[config.mk]
export PLATFORM = sky130hd
export DESIGN_NAME = shared_reg_arbiter
export DESIGN_NICKNAME = d
export VERILOG_FILES = /design/src/rtl/shared_reg_arbiter.sv
export SDC_FILE = /design/constraint.sdc
export NUM_CORES = 1
export LEC_CHECK = 0
export CORE_UTILIZATION = 38
export DETAILED_ROUTE_END_ITERATION = 6
export PLACE_DENSITY = 0.86
export SLEW_MARGIN = 20
export SYNTH_ARGS = -nofsm -noshare
export SYNTH_HDL_FRONTEND = slang
export SYNTH_SLANG_ARGS = --single-unit
[constraint.sdc]
create_clock -name clk -period 2.2 [get_ports clk]
set_input_delay 0.22 -clock clk [delete_from_list [all_inputs] [get_ports clk]]
set_output_delay 0.22 -clock clk [all_outputs]
set_load 0.01 [all_outputs]
[src/rtl/shared_reg_arbiter.sv]
// Four-requester round-robin arbiter guarding one shared storage register.
// Define SHARED_REG_ARB_TIMEOUT_EN to revoke grants after MAX_HOLD cycles.
module shared_reg_arbiter #(
  parameter int WIDTH    = 32,
  parameter int MAX_HOLD = 8
) (
  input  logic               clk,
  input  logic               rst,
  input  logic [3:0]         req,
  input  logic [3:0]         wr,
  input  logic [4*WIDTH-1:0] wdata,
  output logic [3:0]         gnt,
  output logic [WIDTH-1:0]   rdata,
  output logic               busy,
  output logic               timeout
);

  typedef enum logic {IDLE, GRANT} state_t;

  state_t           state_reg;
  logic [3:0]       gnt_reg;
  logic [1:0]       last_reg;
  logic [WIDTH-1:0] data_reg;
  logic             timeout_reg;

  logic [WIDTH-1:0] slice [4];
  logic             found_next;
  logic [1:0]       winner_next;
  logic             expire;

  genvar gi;
  generate
    for (gi = 0; gi < 4; gi++) begin : g_slice
      assign slice[gi] = wdata[gi*WIDTH +: WIDTH];
    end
  endgenerate

  // Rotating search starting just after the previous winner.
  always_comb begin
    logic [1:0] idx;
    found_next  = 1'b0;
    winner_next = last_reg;
    idx         = last_reg;
    for (int i = 1; i <= 4; i++) begin
      idx = last_reg + 2'(i);
      if (!found_next && req[idx]) begin
        found_next  = 1'b1;
        winner_next = idx;
      end
    end
  end

`ifdef SHARED_REG_ARB_TIMEOUT_EN
  localparam int HW = $clog2(MAX_HOLD + 1);
  // hold_reg holds the 1-based index of the current grant cycle.
  logic [HW-1:0] hold_reg;

  assign expire = (state_reg == GRANT) && (hold_reg == HW'(MAX_HOLD));

  always_ff @(posedge clk) begin
    if (rst) begin
      hold_reg <= '0;
    end else if (state_reg == IDLE && found_next) begin
      hold_reg <= HW'(1);
    end else if (state_reg == GRANT && req[last_reg] && !expire) begin
      hold_reg <= hold_reg + HW'(1);
    end else begin
      hold_reg <= '0;
    end
  end
`else
  assign expire = 1'b0;
`endif

  always_ff @(posedge clk) begin
    if (rst) begin
      state_reg   <= IDLE;
      gnt_reg     <= 4'b0000;
      last_reg    <= 2'd3;
      data_reg    <= '0;
      timeout_reg <= 1'b0;
    end else begin
      timeout_reg <= 1'b0;
      case (state_reg)
        IDLE: begin
          if (found_next) begin
            state_reg <= GRANT;
            gnt_reg   <= 4'b0001 << winner_next;
            last_reg  <= winner_next;
          end
        end
        GRANT: begin
          if (req[last_reg]) begin
            // A write in the final allowed cycle still lands before revocation.
            if (wr[last_reg]) data_reg <= slice[last_reg];
            if (expire) begin
              state_reg   <= IDLE;
              gnt_reg     <= 4'b0000;
              timeout_reg <= 1'b1;
            end
          end else begin
            state_reg <= IDLE;
            gnt_reg   <= 4'b0000;
          end
        end
        default: begin
          state_reg <= IDLE;
          gnt_reg   <= 4'b0000;
        end
      endcase
    end
  end

  assign gnt     = gnt_reg;
  assign rdata   = data_reg;
  assign busy    = (state_reg == GRANT);
  assign timeout = timeout_reg;

endmodule
==> metrics <==
outcome=completed; maximum fanout along the worst path=32; cell with the biggest individual delay on the critical path=sky130_fd_sc_hd__mux4_2; IO Pins=176; cells taking the most area after synthesis=sky130_fd_sc_hd__dfxtp_1, sky130_fd_sc_hd__mux4_2, sky130_fd_sc_hd__a21oi_1; Power Internal=1520 uW; worst-case headroom to the max-slew limit=57.2%; area leader, netlist=sky130_fd_sc_hd__dfxtp_1; portion of netlist area occupied by mux cells=32.0%; Cell Pwr Density=495 nW/um^2; Crit. End Element=flop; number of remaining DRC errors=0; Final Critical Period=1.82 ns; worst supply voltage drop on vdd=0.372 mV; worst slew pin tran=0.642 ns; Util after Layout=67.6%; longest individual stage delay on the worst path=0.75 ns; RSZ-0062 raised after global routing=false; cts-stage hold buffer count=0; number of buffers inserted by port buffering=174; XOR/XNOR share of the synthesized area=0%; max-slew violation count=0; DRT antenna net count=0; Clock Tree Buf Depth=2; Switching Power=617 uW; Post-CTS Setup Repair Bufs=0; fraction of the cycle the final worst path needs=82.8%; share of final-layout standard cells stronger than drive strength 1=13.6%; clock root buffer=sky130_fd_sc_hd__clkbuf_8; total global routing overflow=0; proportion of power drawn by combinational gates=42.4%; basic-gate share of the synthesized area counting and, or, nand and nor cells=12.2%; Iter 0 DRT Violations=96; area of the mapped netlist=2530 sq um; sequence of cells on the critical path=clkdlybuf4s50_1 -> and2_1 -> mux4_2 -> nand3_1 -> a21oi_1; number of clock buffers inserted by TritonCTS=5; total wirelength of the detailed-routed design=7890 microns; vias per cell=5.63; post-DP HPWL=6090 microns; most frequent standard cell in the layout excluding fill and tap cells=sky130_fd_sc_hd__clkdlybuf4s50_1; depth of the most critical reg-to-reg path=5; flip-flop and latch count after synthesis=39; die outline area=6980 sq um; CTS tree=yes; yosys warns=0; total negative setup slack=0 ns; core area=6390 sq um; number of stages on the worst hold path=1; clock tree skew after final layout=0.00317 ns; vias in the first global route=2849; count of placed standard cells in the final layout, fillers left out=481; path type of the worst min-delay path=flop to flop; area share of the leading cell type in the synthesized netlist=30.9%; Arrival @ worst endpoint=1.99 ns; Initial Util=39.6%; WP data required=2.37 ns; max-cap violations=0; final hold vios=0; wire length of the first global-routing pass=12700 microns; num rows=29; global routing usage summed across all routing layers=22.7%; largest family of logic cells by synthesized area=multiplexers; leakage=0.00151 uW; post-CTS resize count=0; most frequent cells in the layout=sky130_fd_sc_hd__clkdlybuf4s50_1, sky130_fd_sc_hd__dfxtp_1, sky130_fd_sc_hd__a21oi_1, sky130_fd_sc_hd__mux4_2, sky130_fd_sc_hd__nand3_1; net count reported at finish=543; critical path startpoint category=input port; number of clock sinks=39; final weighted congestion in routability-driven placement=0.780; number of placed cells counting well taps=475; count of distinct cell types in the synthesized netlist=33; adder-cell share of the synthesized area=0%; number of nets in the synthesized netlist=377; maximum number of pins on one net before global-route repair=33; Compound-Gate Fraction of Synth Area=15.8%; sequential area share after synthesis=30.9%; number of cells produced by synthesis=239; Avg Cell Area, Syn=10.6 sq um; register share of total power=37.1%; Die Wd=83.5 microns; net switching fraction of the power=28.9%; critical setup path kind=input port to flop; achievable frequency=0.549 GHz; max reg flops=32; # diodes=0; antenna violations before repair=0; H-Tree Depth=2; Clock power frac=20.5%; routed length per instance=16.4 microns; Final setup violation count=0; First-pass DRT Iterations=4; Synth-to-Final Area Change=70.8%; chip height=83.5 microns; count of vias placed by the detailed router=2706; clock transition at the registers of the reported paths=0.07 ns; Clock Latency Late Sink=0.28 ns
[synth_stat cells]
master / number
sky130_fd_sc_hd__o31ai_1: 1
sky130_fd_sc_hd__buf_4: 6
sky130_fd_sc_hd__clkbuf_1: 6
sky130_fd_sc_hd__o21ai_1: 30
sky130_fd_sc_hd__conb_1: 1
sky130_fd_sc_hd__nor2b_1: 1
sky130_fd_sc_hd__mux4_1: 3
sky130_fd_sc_hd__inv_1: 2
sky130_fd_sc_hd__clkbuf_8: 3
sky130_fd_sc_hd__nand3_1: 32
sky130_fd_sc_hd__o2bb2ai_1: 4
sky130_fd_sc_hd__or3_1: 1
sky130_fd_sc_hd__buf_6: 5
sky130_fd_sc_hd__nand2b_1: 2
sky130_fd_sc_hd__a21oi_2: 1
sky130_fd_sc_hd__nor3b_1: 1
sky130_fd_sc_hd__and2_1: 3
sky130_fd_sc_hd__nor3_1: 4
sky130_fd_sc_hd__buf_12: 1
sky130_fd_sc_hd__buf_2: 5
sky130_fd_sc_hd__and3b_1: 1
sky130_fd_sc_hd__nand2_1: 8
sky130_fd_sc_hd__and2_2: 1
sky130_fd_sc_hd__clkbuf_2: 1
sky130_fd_sc_hd__mux2i_1: 1
sky130_fd_sc_hd__o311ai_0: 1
sky130_fd_sc_hd__dfxtp_1: 39
sky130_fd_sc_hd__o21ai_0: 3
sky130_fd_sc_hd__or3_2: 1
sky130_fd_sc_hd__a21oi_1: 35
sky130_fd_sc_hd__nor2_1: 3
sky130_fd_sc_hd__mux4_2: 32
sky130_fd_sc_hd__nor4_2: 1
[stage by stage]
| stage | worst slack, ns | cell area (sq um) | hold slack (ns) | total power (uW) |
|---|---|---|---|---|
| 6_report | 0.379 | 4310 | 0.471 | 2130 |
| 5_1_grt | 0.301 | 4310 | 0.487 | 2250 |
| 2_1_floorplan | 0.679 | 2530 | 0.406 | 1340 |
| 3_3_place_gp | 0.141 | 4240 | 0.447 | 1690 |
| 4_1_cts | 0.401 | 4310 | 0.476 | 2150 |
| 3_5_place_dp | 0.0981 | 4240 | 0.455 | 1720 |
[power by group through the flow]
stage,registers [uW],logic (uW),clock network [uW]
2_1_floorplan,819,519,0
3_3_place_gp,805,885,0
3_5_place_dp,808,910,0
4_1_cts,792,912,449
5_1_grt,799,971,479
6_report,792,905,437
[kinds of logic (layout without fill, tap and decap cells)]
kind of cell,Yosys count,count (layout)
buf+inv,29,194
other cells,1,1
compound gates,75,75
flops,39,39
simple gates,59,59
mux,36,36
[final cells by class]
cell class / instances / area (sq um)
clock buffer: 6 / 72.6
timing repair buffer: 186 / 1830
multi-input combinational: 171 / 1520
fill: 545 / 2070
inverter: 2 / 7.51
sequential: 39 / 783
tap: 77 / 96.3
[per-layer routing]
layer	GRT usage, %	share of wire, %	vias to the layer above
met5	0	0	-
met4	8.01	2.1	0
met3	4.45	7.2	18
met2	44.4	54	138
met1	23.8	37	1295
li1	-	-	1255
[worst max-delay path, delay by kind of cell]
family	cells	cell delay, ns
mux	1	0.75
buf+inv	1	0.52
simple gates	2	0.39
compound gates	1	0.08
[path summary, 6_finish.rpt]
path	from	end	slack, ns
setup / recovery	req[1]	rdata[15]	0.38
hold / removal	gnt[2]	gnt[2]	0.47
setup reg to reg	last_reg[0]	gnt[3]	0.56
hold reg to reg	gnt[2]	gnt[2]	0.47
Note: power is estimated with default switching activity, not from simulation.
